## config.mk

```make
export PLATFORM = sky130hd
export DESIGN_NAME = keypad_scanner
export DESIGN_NICKNAME = d
export VERILOG_FILES = /design/src/rtl/keypad_scanner.sv
export SDC_FILE = /design/constraint.sdc
export NUM_CORES = 1
export LEC_CHECK = 0
export ABC_AREA = 1
export CORE_UTILIZATION = 30
export DETAILED_ROUTE_END_ITERATION = 8
export PLACE_DENSITY = 0.55
export SYNTH_ARGS = -nofsm -noshare
export SYNTH_HDL_FRONTEND = slang
export SYNTH_SLANG_ARGS = --single-unit
```

## constraint.sdc

```tcl
create_clock -name clk -period 2.2 [get_ports clk]
set_input_delay 0.22 -clock clk [delete_from_list [all_inputs] [get_ports clk]]
set_output_delay 0.22 -clock clk [all_outputs]
set_load 0.02 [all_outputs]
```

## src/rtl/keypad_scanner.sv

```systemverilog
// rtl/keypad_scanner.sv - 4x4 active-low keypad scanner with debounce and key decode
// Emits one registered pulse per accepted keystroke; no auto-repeat.
module keypad_scanner #(
  parameter int SCAN_CYCLES     = 1000,
  parameter int DEBOUNCE_CYCLES = 50000
) (
  input  logic       clk,
  input  logic       rst,
  input  logic [3:0] row_in,
  output logic [3:0] col_out,
  output logic       is_num,
  output logic       is_op,
  output logic       is_eq,
  output logic       is_clr,
  output logic [3:0] num_val,
  output logic [1:0] op_val
);

  localparam int SW = $clog2(SCAN_CYCLES) + 1;
  localparam int DW = $clog2(DEBOUNCE_CYCLES) + 1;
  localparam logic [SW-1:0] SCAN_LAST = SW'(SCAN_CYCLES - 1);
  localparam logic [DW-1:0] DEB_LAST  = DW'(DEBOUNCE_CYCLES - 1);

  typedef enum logic [1:0] {SCAN, DEBOUNCE, RELEASE} state_t;

  state_t        state_q;
  logic [3:0]    row_meta_q;
  logic [3:0]    row_sync_q;
  logic [1:0]    col_idx_q;
  logic [1:0]    row_idx_q;
  logic [SW-1:0] scan_cnt_q;
  logic [DW-1:0] deb_cnt_q;
  logic          is_num_q;
  logic          is_op_q;
  logic          is_eq_q;
  logic          is_clr_q;
  logic [3:0]    num_val_q;
  logic [1:0]    op_val_q;

  logic [1:0]    low_row_d;
  logic          row_bit_d;
  logic          key_is_num_d;
  logic          key_is_op_d;
  logic          key_is_eq_d;
  logic          key_is_clr_d;
  logic [3:0]    key_num_d;

  // Lowest-index low row wins when several rows read low together.
  always_comb begin
    low_row_d = 2'd3;
    if (!row_sync_q[0])      low_row_d = 2'd0;
    else if (!row_sync_q[1]) low_row_d = 2'd1;
    else if (!row_sync_q[2]) low_row_d = 2'd2;
  end

  assign row_bit_d = row_sync_q[row_idx_q];

  // Column 3 holds the operators; row 3 holds '*', '0', '#'.
  always_comb begin
    key_is_op_d  = (col_idx_q == 2'd3);
    key_is_clr_d = (row_idx_q == 2'd3) && (col_idx_q == 2'd0);
    key_is_eq_d  = (row_idx_q == 2'd3) && (col_idx_q == 2'd2);
    key_is_num_d = !key_is_op_d && !key_is_clr_d && !key_is_eq_d;
    key_num_d    = 4'd0;
    if (row_idx_q != 2'd3) begin
      key_num_d = ({2'b00, row_idx_q} * 4'd3) + {2'b00, col_idx_q} + 4'd1;
    end
  end

  always_ff @(posedge clk) begin
    if (rst) begin
      state_q    <= SCAN;
      row_meta_q <= 4'hF;
      row_sync_q <= 4'hF;
      col_idx_q  <= 2'd0;
      row_idx_q  <= 2'd0;
      scan_cnt_q <= '0;
      deb_cnt_q  <= '0;
      is_num_q   <= 1'b0;
      is_op_q    <= 1'b0;
      is_eq_q    <= 1'b0;
      is_clr_q   <= 1'b0;
      num_val_q  <= 4'd0;
      op_val_q   <= 2'd0;
    end else begin
      row_meta_q <= row_in;
      row_sync_q <= row_meta_q;
      is_num_q   <= 1'b0;
      is_op_q    <= 1'b0;
      is_eq_q    <= 1'b0;
      is_clr_q   <= 1'b0;
      case (state_q)
        SCAN: begin
          if (scan_cnt_q == SCAN_LAST) begin
            scan_cnt_q <= '0;
            if (row_sync_q != 4'hF) begin
              row_idx_q <= low_row_d;
              deb_cnt_q <= '0;
              state_q   <= DEBOUNCE;
            end else begin
              col_idx_q <= col_idx_q + 2'd1;
            end
          end else begin
            scan_cnt_q <= scan_cnt_q + 1'b1;
          end
        end
        DEBOUNCE: begin
          if (!row_bit_d) begin
            if (deb_cnt_q == DEB_LAST) begin
              deb_cnt_q <= '0;
              state_q   <= RELEASE;
              is_num_q  <= key_is_num_d;
              is_op_q   <= key_is_op_d;
              is_eq_q   <= key_is_eq_d;
              is_clr_q  <= key_is_clr_d;
              if (key_is_num_d) num_val_q <= key_num_d;
              if (key_is_op_d)  op_val_q  <= row_idx_q;
            end else begin
              deb_cnt_q <= deb_cnt_q + 1'b1;
            end
          end else begin
            deb_cnt_q <= '0;
            col_idx_q <= col_idx_q + 2'd1;
            state_q   <= SCAN;
          end
        end
        RELEASE: begin
          // Any low cycle on the latched row restarts the release window.
          if (row_bit_d) begin
            if (deb_cnt_q == DEB_LAST) begin
              deb_cnt_q <= '0;
              col_idx_q <= col_idx_q + 2'd1;
              state_q   <= SCAN;
            end else begin
              deb_cnt_q <= deb_cnt_q + 1'b1;
            end
          end else begin
            deb_cnt_q <= '0;
          end
        end
        default: state_q <= SCAN;
      endcase
    end
  end

  assign col_out = ~(4'b0001 << col_idx_q);
  assign is_num  = is_num_q;
  assign is_op   = is_op_q;
  assign is_eq   = is_eq_q;
  assign is_clr  = is_clr_q;
  assign num_val = num_val_q;
  assign op_val  = op_val_q;

endmodule

```

==> impl_metrics.yaml <==
clock_tree:
  cts_root_buf: "clkbuf_8"
  cts_sinks: 52
  cts-htree-levels: 2
  cts_buffers: 5
  path_clk_slew_ns: 0.10
  post_cts_buffers: 0
  tritoncts: "built"
  clkLatencyLatePin_ns: 0.31
  ctsLongestPathBuffers: 2
worst_setup_path:
  worst_setup_path_start_kind: "register"
  reg2reg_from: "col_idx_q[1]"
  worstRegToRegCells: 8
  cp_slowest_stage_delay_ns: 0.58
  cp_max_fo: 5
  timing.rr.end: "num_val[2]"
  cpMaxStageDelayCell: "fa_1"
  end_kind: "register"
  crit_chain: "fa_1 -> inv_1 -> fa_1 -> a21oi_1 -> o21ai_0 -> nand3_1 -> nand2_1 -> a21oi_1"
  crit_path_start: "col_idx_q[1]"
  cp.arrival_ns: 2.21
  worstSetupPathType: "reg2reg"
  required_ns: 2.44
  cp-endpoint: "num_val[2]"
  rrSetupSlack_ns: 0.24
final_layout:
  fin_nets: 448
  mostFrequentLayoutCell: "nand2_1"
  synthToLayoutAreaGrowth_pct: 16.39
  num_antenna_cells: 0
  final_util_pct: 36.75
  drive_gt1_share_pct: 10.98
  fill_cells: 948
  final_cell_mix: "nand2_1, nor2_1, inv_1"
route:
  drc: 0
  antenna_left: 0
  dr.first_iter.drc_count: 75
  num_vias: 2435
  wirelength_um: 5877
  vias_per_cell: 4.543
  drt_pre_antenna_iters: 6
  wire_per_inst_um: 10.96
floorplan:
  boundaryPins: 20
  die_w_um: 98.51
  die_area_um2: 9703
  core-area_um2: 8848
  die_h_um: 98.51
  start_util_pct: 31.58
  rows: 34
timing:
  whs_ns: 0.4166
  hold_violations: 0
  setup_viol_count_final: 0
  finalSetupTns_ns: 0
  rsz0062_at_grt: "false"
  slew_headroom_pct: 73.21
  slew_violations: 0
  worstMarginPinSlew_ns: 0.3988
  max_freq_ghz: 0.5092
  fin_skew_ns: 0.008006
  fin_crit_ns: 1.964
  finalCritPeriodShare_pct: 89.27
logic_synthesis:
  synth_edf_count: 0
  synth.avg_cell_area_um2: 6.985
  synth_seq_cells: 52
  yosysWarnings: 0
  synth_fp_nets: 421
  synthCells: 400
  yosys.cell_types.count: 34
  seq_area_frac_synth_pct: 37.26
  synth_area_um2: 2794
  synth_ff_type: "dfxtp_1"
  async_flop_share_pct: 0
job:
  cap_violations: 0
power:
  p_seq_share_pct: 56.3
  comb_power_share_pct: 3.7
  swShare_pct: 22.39
  leakagePower_nw: 1.280
  p_int_mw: 1.323
  p_switching_mw: 0.3815
  ir_drop_mv: 0.2194
  pwr-share-clk_pct: 40.0
  power_density_nw_per_um2: 524.1
min_path:
  min_from: "row_meta_q[1]"
  hold_path_class: "reg2reg"
placement:
  routabilityCongestion: 0.8471
  post-dp-hpwl_um: 4536
  port_buffers: 19
outcome:
  status: "complete, no violations"
global_routing:
  grt_usage_pct: 13.22
  antenna_found_initial: 0
  grt_pass1_wl_um: 10510
  grt_max_degree: 23
  globalRoute.totalOverflow: 0
  grt_pass1_vias: 2432
==> final cells by class <==
cell class	count	area [um2]	share of cell area (%)
clock buffer	5	68.82	2.116
tap	108	135.1	4.155
sequential	52	1042	32.05
multi-input combinational	288	1518	46.67
timing repair buffer	25	235.2	7.234
clock inverter	3	46.29	1.424
inverter	55	206.4	6.349
==> cells by family (layout without fill, tap and decap cells) <==
family | Yosys count | in the layout | share of synthesized area [%]
AO/OA/AOI/OAI | 40 | 40 | 7.926
XOR/XNOR | 8 | 8 | 2.508
adder cells (fa/ha/maj) | 15 | 15 | 7.255
buffers and inverters | 60 | 88 | 8.419
flip-flops | 52 | 52 | 37.26
AND/OR/NAND/NOR | 225 | 225 | 36.63
==> sequential cells by signal (all words and copies together), names as in the netlist, 2 cells and up <==
name,cells
num_val,4
scan_cnt_q,11
op_val,2
row_meta_q,4
state_q,2
row_idx_q,2
row_sync_q,4
col_idx_q,2
deb_cnt_q,17
==> stage by stage <==
stage	total power, mW	cells	setup slack, ns	cell area, um2
finish	1.704	536	0.2362	3252
global route	1.776	536	0.06404	3252
CTS	1.740	536	0.1172	3251
detailed placement	1.045	528	0.2427	3136
global placement	1.044	528	0.3042	3136
floorplan	1.022	400	0.3376	2794
==> metal layers <==
metal	wire (um)	up-vias	GRT usage, %
met2	2607	31	22.16
met5	0	-	0
li1	-	1319	-
met3	148	2	2.482
met4	36	0	4.363
met1	3084	1083	17.14
==> synthesized netlist by cell type (2+ instances only) <==
master / instances / area (um2)
nor3_2: 4 / 40.04
o21bai_1: 2 / 15.01
inv_1: 52 / 195.2
nand3_2: 2 / 20.02
ha_1: 13 / 162.7
a21oi_1: 18 / 90.09
nor2_1: 56 / 210.2
fa_1: 2 / 40.04
clkinv_1: 2 / 7.510
a211oi_1: 2 / 15.01
clkbuf_1: 2 / 7.510
nand2_1: 92 / 345.3
nor3_1: 4 / 20.02
buf_2: 2 / 10.01
nand4_1: 7 / 43.79
xor2_1: 7 / 61.31
o21ai_0: 14 / 70.07
dfxtp_1: 52 / 1041
a21oi_2: 2 / 17.52
nor2_2: 4 / 25.02
or2_2: 9 / 56.30
nand2_2: 7 / 43.79
nand3_1: 34 / 170.2
==> worst min-delay path by stage <==
stage | slack (ns) | end | depth (start not counted)
after floorplan | 0.32 | row_meta_q[0] | 1
after global placement | 0.40 | row_sync_q[0] | 1
after detailed placement | 0.39 | row_sync_q[1] | 1
after CTS | 0.42 | row_sync_q[1] | 1
after global routing | 0.44 | row_sync_q[2] | 1
final | 0.42 | row_sync_q[1] | 1
==> power groups by stage <==
stage | logic (mW) | clock network [mW] | registers (mW)
after CTS | 0.0638 | 0.716 | 0.960
final | 0.0627 | 0.682 | 0.959
after global placement | 0.0631 | 0 | 0.981
after detailed placement | 0.0638 | 0 | 0.981
after floorplan | 0.0421 | 0 | 0.980
after global routing | 0.0735 | 0.741 | 0.961
==> timing repair <==
| action | in CTS | in global routing |
|---|---|---|
| setup endpoints to repair | 0 | 1 |
| hold buffers | 0 | 0 |
| gates resized for setup | 0 | 1 |
==> worst max-delay path: cells and delay by family (launching register included) <==
| kind | cells | cell delay (ns) |
|---|---|---|
| AOI/OAI and AO/OA | 3 | 0.35 |
| and+or+nand+nor | 2 | 0.14 |
| DFF | 1 | 0.38 |
| buffers and inverters | 1 | 0.07 |
| adders and majority gates | 2 | 0.98 |
Note: power is estimated with default switching activity, not from simulation.
